### src/rtl/pcie_irq_pkg.sv
// Shared definitions for the N-source PCIe interrupt controller.
//   irq_state_e   : controller state encoding
//   ACK_PULSE_CYC : width in cycles of each per-source acknowledge pulse
//   lowest_set()  : index of the lowest set bit of a 32-bit vector
//   vec_clamp()   : MSI vector selection limited by the granted vector count
package pcie_irq_pkg;

  typedef enum logic [2:0] {
    IDLE     = 3'd0,
    SEND     = 3'd1,
    WAIT_RD  = 3'd2,
    WAIT_ACK = 3'd3,
    DEASSERT = 3'd4,
    HOLDOFF  = 3'd5
  } irq_state_e;

  localparam int unsigned ACK_PULSE_CYC = 2;

  // Scanning from the top down leaves the lowest set index in idx.
  function automatic logic [4:0] lowest_set(input logic [31:0] v);
    logic [4:0] idx;
    idx = '0;
    for (int i = 31; i >= 0; i--) begin
      if (v[i]) idx = 5'(i);
    end
    return idx;
  endfunction

  // The core grants 2^mm vectors; MSI can address at most 32 of them.
  // Sources above the last granted vector share that last vector.
  function automatic logic [7:0] vec_clamp(input logic [4:0] idx,
                                           input logic [2:0] mm);
    logic [2:0] e;
    logic [5:0] lim;
    e   = (mm > 3'd5) ? 3'd5 : mm;
    lim = (6'd1 << e) - 6'd1;
    return ({1'b0, idx} > lim) ? {2'b00, lim} : {3'b000, idx};
  endfunction

endpackage

### src/rtl/irq_pending_bank.sv
// Per-source pending registers and acknowledge pulse stretchers.
//   clk, rst  : clock and synchronous active-high reset
//   set       : per-source event pulses (set the pending bit)
//   clr_en    : qualified CPU acknowledge strobe
//   clr_bits  : pending bits to clear when clr_en is high
//   pending   : live pending bits
//   ack       : per-source acknowledge pulse, ACK_PULSE_CYC cycles long
module irq_pending_bank
  import pcie_irq_pkg::*;
#(
  parameter int unsigned NUM_SRC = 8
) (
  input  logic               clk,
  input  logic               rst,
  input  logic [NUM_SRC-1:0] set,
  input  logic               clr_en,
  input  logic [NUM_SRC-1:0] clr_bits,
  output logic [NUM_SRC-1:0] pending,
  output logic [NUM_SRC-1:0] ack
);

  logic [NUM_SRC-1:0][1:0] ack_cnt;

  // NOTE: state registers use non-blocking assignments so every flop
  // samples the pre-edge values, independent of statement order.
  always_ff @(posedge clk) begin
    if (rst) begin
      pending <= '0;
      ack_cnt <= '0;
    end else begin
      // The set term is ORed last so an event coinciding with its own
      // acknowledge is never lost.
      pending <= (pending & ~(clr_en ? clr_bits : '0)) | set;
      for (int i = 0; i < NUM_SRC; i++) begin
        if (clr_en && clr_bits[i]) begin
          ack_cnt[i] <= 2'(ACK_PULSE_CYC);
        end else if (ack_cnt[i] != 2'd0) begin
          ack_cnt[i] <= ack_cnt[i] - 2'd1;
        end
      end
    end
  end

  // NOTE: a full default assignment before the loop keeps this block
  // purely combinational; no path leaves ack unassigned.
  always_comb begin
    ack = '0;
    for (int i = 0; i < NUM_SRC; i++) begin
      ack[i] = |ack_cnt[i];
    end
  end

endmodule

### src/rtl/pcie_irq_ctrl_nch.sv
// N-source PCIe interrupt controller driving the core cfg_interrupt handshake.
// Pending events gated by a CPU mask raise an MSI (vector = lowest pending
// source, clamped to the granted count) or a legacy INTx assert. The
// controller then waits for the CPU to read the type register and
// acknowledge, re-sending on timeout a bounded number of times. Legacy
// interrupts finish with an INTx deassert message; every completed
// interrupt is followed by a short hold-off.
// Ports:
//   clk, rst                      : clock, synchronous active-high reset
//   i_irq_req / i_irq_mask        : per-source events / enables
//   i_cpu_rd_type_en              : CPU read strobe of o_irq_type_reg
//   i_cpu_ack_en / i_cpu_ack_bits : CPU acknowledge strobe and bits to clear
//   o_irq_type_reg                : snapshot of (pending & mask) at start
//   o_irq_ack                     : per-source acknowledge pulses
//   o_pending                     : live pending bits
//   o_irq_cnt / o_timeout_cnt     : started (wraps) / abandoned (saturates)
//   cfg_*                         : PCIe core interrupt interface
module pcie_irq_ctrl_nch
  import pcie_irq_pkg::*;
#(
  parameter int unsigned NUM_SRC     = 8,
  parameter logic [31:0] TIMEOUT_CYC = 32'h0100_0000,
  parameter int unsigned MAX_RETRY   = 3,
  parameter int unsigned HOLDOFF_CYC = 4,
  parameter logic [4:0]  MSG_NUM     = 5'h05
) (
  input  logic               clk,
  input  logic               rst,
  input  logic [NUM_SRC-1:0] i_irq_req,
  input  logic [NUM_SRC-1:0] i_irq_mask,
  input  logic               i_cpu_rd_type_en,
  input  logic               i_cpu_ack_en,
  input  logic [NUM_SRC-1:0] i_cpu_ack_bits,
  output logic [NUM_SRC-1:0] o_irq_type_reg,
  output logic [NUM_SRC-1:0] o_irq_ack,
  output logic [NUM_SRC-1:0] o_pending,
  output logic [31:0]        o_irq_cnt,
  output logic [15:0]        o_timeout_cnt,
  output logic               cfg_interrupt,
  input  logic               cfg_interrupt_rdy,
  output logic               cfg_interrupt_assert,
  output logic [7:0]         cfg_interrupt_di,
  input  logic               cfg_interrupt_msienable,
  input  logic [2:0]         cfg_interrupt_mmenable,
  output logic               cfg_interrupt_stat,
  output logic [4:0]         cfg_pciecap_interrupt_msgnum
);

  irq_state_e         state;
  logic               msi_mode;
  logic [31:0]        retry_cnt;
  logic [31:0]        timer;
  logic [31:0]        hold_cnt;
  logic               ack_clr;
  logic [NUM_SRC-1:0] masked;
  logic [7:0]         vec;

  assign cfg_interrupt_stat           = 1'b0;
  assign cfg_pciecap_interrupt_msgnum = MSG_NUM;

  // Pending bits may only be cleared once the CPU has read the type register.
  assign ack_clr = (state == WAIT_ACK) && i_cpu_ack_en;
  assign masked  = o_pending & i_irq_mask;
  assign vec     = vec_clamp(lowest_set(32'(masked)), cfg_interrupt_mmenable);

  irq_pending_bank #(
    .NUM_SRC (NUM_SRC)
  ) u_bank (
    .clk      (clk),
    .rst      (rst),
    .set      (i_irq_req),
    .clr_en   (ack_clr),
    .clr_bits (i_cpu_ack_bits),
    .pending  (o_pending),
    .ack      (o_irq_ack)
  );

  always_ff @(posedge clk) begin
    if (rst) begin
      state                <= IDLE;
      msi_mode             <= 1'b0;
      retry_cnt            <= '0;
      timer                <= '0;
      hold_cnt             <= '0;
      o_irq_type_reg       <= '0;
      o_irq_cnt            <= '0;
      o_timeout_cnt        <= '0;
      cfg_interrupt        <= 1'b0;
      cfg_interrupt_assert <= 1'b0;
      cfg_interrupt_di     <= '0;
    end else begin
      case (state)
        IDLE: begin
          // Mode, mask and vector are frozen here for the whole interrupt.
          if (|masked) begin
            o_irq_type_reg       <= masked;
            msi_mode             <= cfg_interrupt_msienable;
            cfg_interrupt_di     <= cfg_interrupt_msienable ? vec : 8'd0;
            cfg_interrupt_assert <= ~cfg_interrupt_msienable;
            cfg_interrupt        <= 1'b1;
            retry_cnt            <= '0;
            o_irq_cnt            <= o_irq_cnt + 32'd1;
            state                <= SEND;
          end
        end

        SEND: begin
          if (cfg_interrupt_rdy) begin
            cfg_interrupt <= 1'b0;
            timer         <= '0;
            state         <= WAIT_RD;
          end
        end

        WAIT_RD: begin
          if (timer != '1) timer <= timer + 32'd1;
          if (i_cpu_rd_type_en) begin
            state <= WAIT_ACK;
          end else if (timer >= TIMEOUT_CYC) begin
            if (retry_cnt < MAX_RETRY) begin
              // Legacy INTx stays asserted across the re-send.
              retry_cnt     <= retry_cnt + 32'd1;
              cfg_interrupt <= 1'b1;
              state         <= SEND;
            end else begin
              // Abandon; pending bits stay set so IDLE re-raises them.
              if (o_timeout_cnt != '1) o_timeout_cnt <= o_timeout_cnt + 16'd1;
              cfg_interrupt_assert <= 1'b0;
              state                <= IDLE;
            end
          end
        end

        WAIT_ACK: begin
          if (i_cpu_ack_en) begin
            if (msi_mode) begin
              hold_cnt <= '0;
              state    <= HOLDOFF;
            end else begin
              cfg_interrupt        <= 1'b1;
              cfg_interrupt_assert <= 1'b0;
              state                <= DEASSERT;
            end
          end
        end

        DEASSERT: begin
          if (cfg_interrupt_rdy) begin
            cfg_interrupt <= 1'b0;
            hold_cnt      <= '0;
            state         <= HOLDOFF;
          end
        end

        HOLDOFF: begin
          if (hold_cnt + 32'd1 >= HOLDOFF_CYC) state <= IDLE;
          else hold_cnt <= hold_cnt + 32'd1;
        end

        default: state <= IDLE;
      endcase
    end
  end

endmodule

### config.mk
export PLATFORM = sky130hd
export DESIGN_NAME = pcie_irq_ctrl_nch
export DESIGN_NICKNAME = d
export VERILOG_FILES = /design/src/rtl/pcie_irq_pkg.sv /design/src/rtl/irq_pending_bank.sv /design/src/rtl/pcie_irq_ctrl_nch.sv
export SDC_FILE = /design/constraint.sdc
export NUM_CORES = 1
export LEC_CHECK = 0
export ABC_AREA = 1
export BUFFER_PORTS_ARGS = -buffer_cell sky130_fd_sc_hd__buf_4
export CORE_UTILIZATION = 46
export CTS_CLUSTER_DIAMETER = 120
export CTS_CLUSTER_SIZE = 10
export DETAILED_ROUTE_END_ITERATION = 7
export PLACE_DENSITY = 0.66
export SETUP_SLACK_MARGIN = 0.02
export SLEW_MARGIN = 20
export SYNTH_ARGS = -nofsm -noshare
export SYNTH_HDL_FRONTEND = slang
export SYNTH_SLANG_ARGS = --single-unit
export TNS_END_PERCENT = 20
### constraint.sdc
create_clock -name clk -period 4.35 [get_ports clk]
set_input_delay 0.6525 -clock clk [delete_from_list [all_inputs] [get_ports clk]]
set_output_delay 0.6525 -clock clk [all_outputs]
set_load 0.01 [all_outputs]
After elaboration in Yosys (flattened, before gate mapping)
Index checks and enable logic that the tools add are counted.

Add/sub/neg operators: 14. $mul: 0. Div/mod/pow operators: 0. Order comparisons: 5. Eq/ne operators: 22. Shifts and indexed selects: 1. Multiplexer cells: 65. Bitwise operators: 7. Reduce and logical (&&, ||, !) cells: 57.

Operator list (number): $mux W32 (9); $add A32 B1 Y32 const B (4); $pmux W32 S2 (2); $pmux W32 S3 (1); $reduce_bool A2 Y1 (18); $mux W5 (7); $reduce_or A2 Y1 (17); $ge A32 B25 Y1 const B (1); $ge A32 B3 Y1 const B (1); $lt A32 B2 Y1 const B (1); $mux W2 (16); $ne A32 B32 Y1 const B (1); $mux W3 (9); $ne A2 B2 Y1 const B (13); $pmux W3 S6 (1); $add A16 B1 Y16 const B (1); $and A8 B8 Y8 (2); $ne A16 B16 Y1 const B (1); $sub A2 B1 Y2 const B (8); $mux W1 (15); $reduce_and A5 Y1 (3); $mux W6 (2); $logic_and A1 B1 Y1 (9); $mux W8 (1); other kinds (23) (28).

Bits in registers: 190. Bits in latches: 0. Memory bits (writable): 0. Bits in read-only memories: 0. Input port bits: 33. Output and inout bits: 88. Logic and storage cells: 199. Memories kept: 0.

Logic depth before layout (Yosys ltp)
Gate-level depths: netlist (run 1).

Depth after elaboration: 12. Gate-level depth with buffers: 19. Gate-level depth less buffers: 18.

By module
From an unflattened synthesis (run 1), not the netlist that was laid out.

Cells, all modules: 1327. Area, all modules: 9183.8 sq um.

By module, submodules not included: pcie_irq_ctrl_nch (instances 1, cells an instance 1227, area each 8200.4 sq um, seq. area each 3283.1 sq um); irq_pending_bank (instances 1, cells an instance 100, area each 983.4 sq um, seq. area each 480.5 sq um).

Least setup slack after synthesis (run 1)
No wires, ideal clock.

Path type: input port to flip-flop. Start point: input port cfg_interrupt_mmenable[2]. End point: register cfg_interrupt_di[0]. Library setup time: 0.070 ns. Data arrival time: 2.359 ns. Required time: 4.280 ns. Slack: 1.921 ns. Stages: 13. Path buffers: 0. Cell sequence: inv_1 -> nand2_1 -> ha_1 -> xor2_1 -> ha_1 -> nand2_1 -> o21ai_0 -> nand2_1 -> a31oi_1 -> inv_1 -> a21oi_1 -> o21ai_0 -> a21oi_1.

Longest elaborated chain between the ends: 7.

Ends and longest elaborated chain: start: declaration (RTL line pcie_irq_ctrl_nch.sv:44) `input logic [2:0] cfg_interrupt_mmenable,`; $gt A3 B3 Y1 (RTL line pcie_irq_pkg.sv:35) `e = (mm > 3'd5) ? 3'd5 : mm;`; $mux W3 (*) (RTL line pcie_irq_pkg.sv:35); $shl A1 B3 Y6 (*) (RTL line pcie_irq_pkg.sv:36) `lim = (6'd1 << e) - 6'd1;`; $sub A6 B1 Y6 (*) (RTL line pcie_irq_pkg.sv:36); $gt A5 B6 Y1 (RTL line pcie_irq_pkg.sv:37) `return ({1'b0, idx} > lim) ? {2'b00, lim} : {3'b000, idx};`; $mux W6 (*) (RTL line pcie_irq_pkg.sv:37); $mux W6 (*) (RTL line pcie_irq_ctrl_nch.sv:98) `cfg_interrupt_di <= cfg_interrupt_msienable ? vec : 8'd0;`; end signal: assignment (RTL line pcie_irq_ctrl_nch.sv:98); end: declaration (RTL line pcie_irq_ctrl_nch.sv:42) `output logic [7:0] cfg_interrupt_di,`.

Every way passes the cells marked *; elsewhere a longest branch is shown, timed or not. A chain may end at the register's enable or synchronous reset.

Final worst setup path (run 1)
Start point: register timer[0]. End point: register timer[17].

Longest elaborated chain between the ends: 3. Elaborated cells on any way between the ends: 6. Classes of those cells: add/sub: 1; eq/ne: 2; mux: 2; reduce/logical: 1.

Ends and longest elaborated chain: start: declaration (RTL line pcie_irq_ctrl_nch.sv:52) `logic [31:0] timer;`; start signal: assignment (RTL line pcie_irq_ctrl_nch.sv:116) `if (timer != '1) timer <= timer + 32'd1;`; $add A32 B1 Y32 / $ne A32 B32 Y1 (equally long branches) (RTL line pcie_irq_ctrl_nch.sv:116); $mux W32 / $ne A2 B2 Y1 (equally long branches); $pmux W32 S2 / $reduce_and A3 Y1 (equally long branches).

Several ways; a longest one is shown, not always the timed one. The select of a mux whose other input is x is not followed.

==> results.md, run 1 <==
* Initial antenna violation count at 0
* Initial Utilization at 0.4685
* WP buf/inv at 1
* Layout cell share with drive strength beyond 1 at 0.1231
* DRT iter0 DRCs at 621
* GRT Total Usage at 0.2271
* Reg2reg path depth at 11
* Outcome: completed
* Pint at between 0.003 and 0.004 W
* Clock power share at 0.372
* DP HPWL at roughly 17000 um
* Rel. slew slack at 0.3982
* Placed Cells at 1774
* Worst-Margin Slew at roughly 0.9 ns
* Die Area at 0.02112 sq mm
* Sw frac at 0.3111
* Max_cap viols at 0
* Worst min-delay path endpoint: u_bank.pending[2]
* CP Cell Sequence: ha_1, nand3_1, nor2_1, nand2_1, o31ai_1, nand2_1, nand2_1, clkinv_1, nand2_1, nand2_1, nor3b_1
* Core Util, Final at 0.5504
* Max clock buf depth at 2
* Core area at 0.02017 sq mm
* CTS buffer count at 17
* Post-route ant nets at 0
* Final Slew Violations at 0
* Final Hold Vio Count at 0
* Worst Setup Start Kind: flop
* Setup CP Type: flop to flop
* DRT Pass-1 Iters at 5
* Net Sw Power at 0.001397 W
* Cts repair resizes at 0
* Period utilisation layout at 0.7269
* Combinational share of power at 0.206
* Flop-to-flop setup slack at 1.19 ns
* PD cells at a little over 400 mW/mm^2
* Area delta synth->final at 17.48%
* Die Y at 145.3 um
* Clock sinks at 188
* Via Count at 9175
* Vias in the first global route at ~8100
* CTS Hold Bufs at 0
* # port buffers at roughly 110
* Post-synth cell types at 40
* Peak VDD IR at ~0.33 mV
* Via/cell ratio at a little over 5
* Setup repair bufs after CTS at 0
* Largest stage delay, worst path at 0.69 ns
* Yosys warnings at 0
* Critical R2R Capture: timer[17]
* Total negative slack at 0 ns
* CP max-delay cell: clkinv_1
* Max Clk Rate at 316.3 MHz
* Final net count at 1566
* Clock transition at path regs at 0.07 ns
* Die width at 145.3 um
* Worst reg2reg path startpoint: timer[0]
* WP data required at 4.63 ns
* Synthesized instance count at 1423
* Largest net degree at the start of global routing at 87
* Min-delay worst type: primary input to flop
* Hold Crit Depth at 3
* WL per Instance at 13.14 um
* Post-synthesis register bit count at between 150 and 200
* Ports at 121
* DRT Wirelength at around 24000 um
* Part of the Yosys area used for sequential elements at 0.3983
* TritonCTS clock tree: built
* Mapped Avg Cell Area at 6.640 sq um
* Finished Layout Cells at 1805
* H-tree levels at 4
* Multi-input gate area at 0.004931 sq mm
* # diodes at 0
* Skew final at 0.01060 ns
* Syn Std Cell Area at roughly 0.0094 sq mm
* Crit end category: flop
* # DRC at 0
* # fillers at 2042
* Worst EP arrival at 3.45 ns
* Clock Latency Late Sink at 0.43 ns
* Hold Startpoint: i_irq_req[2]
* Worst path top cell family by delay: simple AND/OR/NAND/NOR gates
* Register share of total power at 0.422
* Standard-cell row count at 52
* Tmin final at about 3.2 ns
* Total gr overflow at 0
* Leakage Power at 4.277 nW
* RSZ-0062 raised after global routing: no
* Routability congestion estimate at 0.9148
* Seq. cell area at 0.003764 sq mm
* Cell mode on critical path: nand2_1
* Setup-failing EPs final at 0
* First-pass GRT wire length at 39660 um
* Clk root buf: clkbuf_16
* CP max FO at 21
## routing by layer
layer,share of wire,global-route usage,wire [um]
met2,0.45,0.3534,10720
met4,0.016,0.06947,369
met3,0.044,0.03679,1051
met1,0.49,0.3217,11580
met5,0,0,0
## worst register-to-register path: cells and delay by family, from the launching register on
kind	cells	cell delay (ns)
AND/OR/NAND/NOR	8	1.49
buffers and inverters	1	0.70
flip-flops	1	0.36
AO/OA/AOI/OAI	1	0.25
adder cells (fa/ha/maj)	1	0.20
## cell type report
type | instances | share of cell area
clock inverter | 12 | 0.01691
timing repair buffer | 118 | 0.07980
inverter | 147 | 0.04971
multi-input combinational | 1051 | 0.4442
sequential | 188 | 0.3390
tap | 270 | 0.03043
clock buffer | 19 | 0.03990
## per-stage QoR
stage          worst slack (ns)  instance area, sq um  hold WS (ns)  power [W]
2_1_floorplan             1.921                  9472        0.4096   0.002571
3_3_place_gp              1.292                 10470        0.4190   0.002852
3_5_place_dp              1.247                 10470        0.4281   0.002861
4_1_cts                   1.232                 11100        0.4064   0.004539
5_1_grt                  0.8781                 11100        0.4044   0.004739
6_report                  1.188                 11100        0.4237   0.004490
## synthesized netlist by cell type (all sizes together)
master | n | area [sq um]
dfxtp | 188 | 3764
o21a | 3 | 22.52
nand2 | 391 | 1523
nor4 | 16 | 106.4
or2 | 11 | 68.82
nor2 | 228 | 905.9
nand4 | 33 | 206.5
a31oi | 5 | 31.28
xor2 | 13 | 113.9
nand3 | 69 | 345.3
clkinv | 4 | 15.01
xnor2 | 5 | 43.79
conb | 2 | 7.510
o2111ai | 2 | 17.52
clkbuf | 25 | 93.84
nand3b | 11 | 82.58
nor3b | 14 | 105.1
nor4b | 1 | 8.760
a21boi | 1 | 7.510
buf | 18 | 131.4
and2 | 1 | 6.260
o21ai | 51 | 255.3
nor3 | 76 | 390.4
inv | 143 | 536.8
o21bai | 5 | 37.54
and3 | 2 | 12.51
a211oi | 3 | 22.52
ha | 10 | 125.1
a21oi | 91 | 455.4
o31ai | 1 | 7.510
## cells by family after synthesis
kind of cell / synth area share
flops: 0.3983
simple gates: 0.3980
fa+ha+maj: 0.01324
xor+xnor: 0.01668
compound gates: 0.09071
buf+inv: 0.08223
other cells: 0.0007948
## placed cells by master, fill, tap and decap left out, types with 3 or more instances in the layout
cell type and n:
a31oi_1 5, nand2_4 3, inv_1 142, nor4_1 15, nor2_1 218, nand2_2 13, buf_4 118, conb_1 8
dfxtp_1 188, a21oi_1 91, nor2_2 5, nand3_1 69, o21a_1 3, o21ai_0 49, clkinv_1 4, a211oi_1 3
o21bai_1 5, clkinv_4 3, bufinv_16 4, nor2_4 5, ha_1 10, nor3b_1 14, nand3b_1 11, xor2_1 13
xnor2_1 5, nand4_1 33, or2_2 11, nor3_1 74, clkbuf_16 17, nand2_1 375
## how the worst max path moves through the flow
stage                                   start                  end  slack [ns]  depth (start not counted)
finish                               timer[0]            timer[17]        1.19                         11
global route                         timer[0]            timer[21]        0.88                         11
CTS                                  timer[0]            timer[17]        1.23                         11
detailed placement                   timer[0]            timer[17]        1.25                         11
global placement                     timer[0]            timer[21]        1.29                         11
floorplan           cfg_interrupt_mmenable[2]  cfg_interrupt_di[0]        1.92                         13
## power groups by stage
| stage | registers (W) | logic, W | clock network [W] |
|---|---|---|---|
| after floorplan | 0.00194 | 0.000631 | 0 |
| after global placement | 0.00193 | 0.000921 | 0 |
| after detailed placement | 0.00193 | 0.000930 | 0 |
| after CTS | 0.00189 | 0.000935 | 0.00171 |
| after global routing | 0.00191 | 0.00104 | 0.00179 |
| final | 0.00189 | 0.000925 | 0.00167 |
Power figures use the tool's default switching activity.
==> run 2: changes to the inputs <==
==> constraint.sdc (replaced) <==
create_clock -name clk -period 3.1 [get_ports clk]
set_input_delay 0.465 -clock clk [delete_from_list [all_inputs] [get_ports clk]]
set_output_delay 0.465 -clock clk [all_outputs]
set_load 0.01 [all_outputs]
==> run 2 against run 1 <==
Via count up 0.28%. Sequential power is 40% higher. Sequential cell count unchanged. Cell area about the same. Total power rose by 38%. Count of clock-buffer cells in the layout grew 1. Critical path type unchanged. Critical endpoint is now o_irq_cnt[21].
==> results.md, run 2 (synthesized netlist as in run 1, its figures left out) <==
* Outcome: completed
* Worst reg2reg path startpoint: state[0]
* CP max-delay cell: dfxtp_1
* DP HPWL at 17650 um
* Reg2reg path depth at 12
* Total power draw at 0.006196 W
* CTS Hold Bufs at 0
* Hold Startpoint: i_irq_req[2]
* CP Cell Sequence: inv_1, nand2_1, nor2_1, nand2_2, nor2_1, nand2_1, nor2_1, nand4_1, nor3_2, nand2_1, o21ai_0, nor2_1
* Largest net degree at the start of global routing at 55
* Min-delay worst type: primary input to flop
* DRT Pass-1 Iters at 5
* Placed Cells at 1781
* Layout cell share with drive strength beyond 1 at 0.1265
* Ports at 121
* Leakage Power at 4.279 nW
* Final net count at 1573
* Clk root buf: clkbuf_16
* CP max FO at 16
* Die width at 145.3 um
* Setup repair bufs after CTS at 0
* Die Y at 145.3 um
* Worst EP arrival at 2.96 ns
* Max_cap viols at 0
* H-tree levels at 4
* Skew final at 0.01857 ns
* Cell mode on critical path: nor2_1
* Clock sinks at between 150 and 200
* Worst min-delay path endpoint: u_bank.pending[2]
* Area delta synth->final at 17.53%
* PD cells at 557.9 mW/mm^2
* Max clock buf depth at 2
* Die Area at 0.02112 sq mm
* Worst-Margin Slew at just under 0.7 ns
* Critical R2R Capture: o_irq_cnt[21]
* DRT Wirelength at approximately 24000 um
* Crit end category: flop
* Largest stage delay, worst path at 0.33 ns
* Period utilisation layout at 0.8512
* Max Clk Rate at 379.0 MHz
* Worst Setup Start Kind: flop
* Initial Utilization at 0.4685
* Total gr overflow at 0
* Via/cell ratio at 5.078
* GRT Total Usage at 0.2309
* WP data required at about 3.4 ns
* Standard-cell row count at 52
* Final Slew Violations at 0
* Clock Latency Late Sink at 0.43 ns
* CTS buffer count at 17
* Commonest non-fill, non-tap cell in the layout: nand2_1
* # DRC at 0
* Final Hold Vio Count at 0
* DRT iter0 DRCs at 549
* Total negative slack at 0 ns
* Routability congestion estimate at 0.9129
* Clock transition at path regs at approximately 0.070 ns
* # port buffers at around 110
* First-pass GRT wire length at 40440 um
* Finished Layout Cells at 1812
* Flop-to-flop setup slack at 0.46 ns
* Initial antenna violation count at 0
* Peak VDD IR at slightly below 0.4 mV
* Core area at 0.02017 sq mm
* WL per Instance at 13.18 um
* TritonCTS clock tree: built
* Setup-failing EPs final at 0
* RSZ-0062 raised after global routing: no
* Tmin final at 2.639 ns
* Most frequent cells in the layout: nand2_1, nor2_1, dfxtp_1
* Post-route ant nets at 0
* Hold Crit Depth at 3
* Vias in the first global route at about 8400
* Via Count at 9201
* Rel. slew slack at 0.5390
* Setup CP Type: flop to flop
* # diodes at 0
* Cts repair resizes at 0
-- run 2: changes by cell type in the layout (fill, tap and decap cells not counted), sizes merged --
cell and delta:
buf +7, bufinv -2, clkbuf +1, clkinv -3
clkinvlp +3, inv +1
-- run 2: area by class of cell --
cell class / count / area [sq um]
clock buffer: 20 / 446.7
clock inverter: 11 / 136.4
fill: 2002 / 9064
inverter: 147 / 551.8
multi-input combinational: 1051 / 4931
sequential: 188 / 3764
tap: 270 / 337.8
timing repair buffer: 125 / 938.4
-- run 2: worst max-delay path, delay by kind of cell (launching register included) --
family | cells | cell delay (ns)
flops | 1 | 0.33
simple gates | 10 | 1.93
compound gates | 1 | 0.16
buf+inv | 1 | 0.11
-- run 2: power by group --
part / total, W / switching [W] / internal (W)
combinational: 0.00135 / 0.000908 / 0.000445
sequential: 0.00265 / 0.000104 / 0.00255
clock: 0.00219 / 0.000968 / 0.00122
-- run 2: worst max-delay path by stage --
| stage | startpoint | endpoint | slack, ns | depth (start not counted) |
|---|---|---|---|---|
| floorplan | cfg_interrupt_mmenable[2] | cfg_interrupt_di[0] | 0.86 | 13 |
| CTS | state[0] | o_irq_cnt[21] | 0.46 | 12 |
| global route | timer[19] | timer[27] | 0.08 | 10 |
| finish | state[0] | o_irq_cnt[21] | 0.46 | 12 |
| global placement | i_irq_mask[0] | o_irq_cnt[21] | 0.41 | 14 |
| detailed placement | i_irq_mask[0] | o_irq_cnt[21] | 0.43 | 14 |
-- run 2: stage by stage --
stage / area, sq um / worst slack (ns) / util / hold WS [ns]
detailed placement: 10520 / 0.4330 / 0.5217 / 0.4245
global placement: 10520 / 0.4133 / 0.5217 / 0.4184
CTS: 11110 / 0.4619 / 0.5506 / 0.2236
finish: 11110 / 0.4612 / 0.5506 / 0.2315
global route: 11110 / 0.08084 / 0.5506 / 0.2364
floorplan: 9472 / 0.8582 / - / 0.4096
-- run 2: routing by layer --
layer | global-route usage | wire length, um | vias up | part of all wire
li1 | - | - | 4803 | -
met1 | 0.3165 | 11760 | 4164 | 0.49
met2 | 0.3697 | 10650 | 208 | 0.45
met3 | 0.04182 | 1139 | 26 | 0.048
met4 | 0.06895 | 337 | 0 | 0.014
met5 | 0 | 0 | - | 0
==> run 3: changes to the inputs <==
--- a/config.mk
+++ b/config.mk
@@ -12,7 +12,7 @@
 export CTS_CLUSTER_SIZE = 10
 export DETAILED_ROUTE_END_ITERATION = 7
 export PLACE_DENSITY = 0.66
-export SETUP_SLACK_MARGIN = 0.02
+export REMOVE_ABC_BUFFERS = 1
 export SLEW_MARGIN = 20
 export SYNTH_ARGS = -nofsm -noshare
 export SYNTH_HDL_FRONTEND = slang
==> run 3 against run 2 <==
Combinational power barely moved. Non-clock buffer count down 1. Critical path type unchanged. Total power is 0.14% lower. Sequential share of layout area about the same. Clock power about the same. Setup slack worse by 0.11 ns. Utilization barely moved. Die area is the same. First-iteration DRC count fell by 4.0%.
==> results.md, run 3 (synthesized netlist as in run 1, its figures left out) <==
* WL per Instance at between 10 and 15 um
* Max clock buf depth at 2
* Crit end category: flop
* Final Hold Vio Count at 0
* Vias in the first global route at 8093
* RSZ-0062 raised after global routing: no
* Standard-cell row count at 52
* Clock transition at path regs at 0.07 ns
* Total gr overflow at 0
* Ports at between 100 and 150
* Routability congestion estimate at 0.8818
* CTS buffer count at 17
* H-tree levels at 4
* Core area at 0.02017 sq mm
* Placed Cells at 1779
* Clk root buf: clkbuf_16
* Post-route ant nets at 0
* First-pass GRT wire length at 39700 um
* # port buffers at 112
* Die Y at 145.3 um
* PD cells at about 560 mW/mm^2
* Final net count at 1572
* Via Count at 9218
* Outcome: completed
* Finished Cell Area at 0.01111 sq mm
* Commonest non-fill, non-tap cell in the layout: nand2_1
* Max_cap viols at 0
* Cts repair resizes at 0
* Layout cell share with drive strength beyond 1 at 0.1278
* Leakage Power at 4.283 nW
* Worst EP arrival at slightly above 3 ns
* Via/cell ratio at 5.087
* Post-Place Cell Area at 0.01051 sq mm
* Seq. cell area at between 0.003 and 0.004 sq mm
* TritonCTS clock tree: built
* # fillers at roughly 2000
* Total negative slack at 0 ns
* Worst Setup Start Kind: flop
* Initial antenna violation count at 0
* Peak VDD IR at 0.4764 mV
* DP HPWL at 17540 um
* Final Slew Violations at 0
* Initial Utilization at 0.4685
* Period utilisation layout at 0.8869
* Finished Layout Cells at around 1800
* Worst-Margin Slew at around 0.76 ns
* Largest net degree at the start of global routing at 53
* CP max FO at 16
* CTS Hold Bufs at 0
* Rel. slew slack at 0.4910
* Tmin final at between 2 and 3 ns
* Core Util, Final at 0.5509
* # diodes at 0
* DRT Pass-1 Iters at 5
* DRT iter0 DRCs at 527
* Setup-failing EPs final at 0
* DRT Wirelength at 23660 um
* Flop-to-flop setup slack at 0.35 ns
* Min-delay worst type: primary input to flop
* Die Area at between 0.02 and 0.025 sq mm
* Clock sinks at 188
* Most frequent cells in the layout: nand2_1, nor2_1, dfxtp_1
* GRT Total Usage at 0.2276
* Area delta synth->final at 17.60%
* Max Clk Rate at 363.7 MHz
* Fin Hold WS at 0.2306 ns
* Multi-input gate area at 0.004931 sq mm
* WP data required at 3.44 ns
* # DRC at 0
* Die width at 145.3 um
* Skew final at 0.01550 ns
* Setup CP Type: flop to flop
* Clock Latency Late Sink at approximately 0.44 ns
-- run 3: changes by cell type in the layout (fill, tap and decap cells not counted), sizes merged --
cell	before	now
inv	147	146
bufinv	2	1
clkbuf	20	22
buf	125	124
clkinv	5	6
-- run 3: area by class of cell --
cell class | instances | area share
multi-input cells | 1051 | 0.4438
flip-flops and latches | 188 | 0.3387
repair buffers | 124 | 0.08377
inverters | 147 | 0.04966
clock buffers | 22 | 0.04448
well taps | 270 | 0.03040
clock inverters | 10 | 0.009233
-- run 3: path summary, 6_finish.rpt --
kind                startpoint                end  depth (start not counted)
min reg2reg  u_bank.ack_cnt[6]  u_bank.ack_cnt[6]                          1
max                   state[0]      o_irq_cnt[21]                         12
min               i_irq_req[0]  u_bank.pending[0]                          3
max reg2reg           state[0]      o_irq_cnt[21]                         12
-- run 3: metal layers --
metal / wire (um) / track usage / up-vias
met2: 10320 / 0.3519 / 227
met5: 0 / 0 / -
met1: 12000 / 0.3294 / 4171
met3: 1133 / 0.03553 / 15
met4: 203 / 0.05789 / 0
li1: - / - / 4805
-- run 3: stage by stage --
step	setup WS, ns	total power, W
after floorplan	0.4635	0.003485
after global placement	0.4332	0.004044
after detailed placement	0.3163	0.004061
after CTS	0.3422	0.006249
after global routing	0.06985	0.006528
final	0.3507	0.006187
-- run 3: power by group --
group | switching (W) | total [W] | leakage, nW | internal (W)
Combinational | 0.000889 | 0.00133 | 2.48 | 0.000446
Clock | 0.000964 | 0.00219 | 0.283 | 0.00123
Sequential | 0.000113 | 0.00266 | 1.52 | 0.00255
-- run 3: what timing repair did --
item / CTS / global route
endpoints found under the hold margin: 0 / 0
setup buffers: 0 / 1
setup endpoints to repair: 0 / 1
-- run 3: critical path, cell delays in order, from the launching register on --
cell and delay (ns):
dfxtp_1 0.33, inv_1 0.11, nand2_1 0.14, nor2_1 0.28, nand2_2 0.28, nor2_1 0.23, nand2_1 0.11, nor2_1 0.26
nand4_1 0.27, nor3_2 0.30, nand2_1 0.12, o21ai_0 0.18, nor2_1 0.06
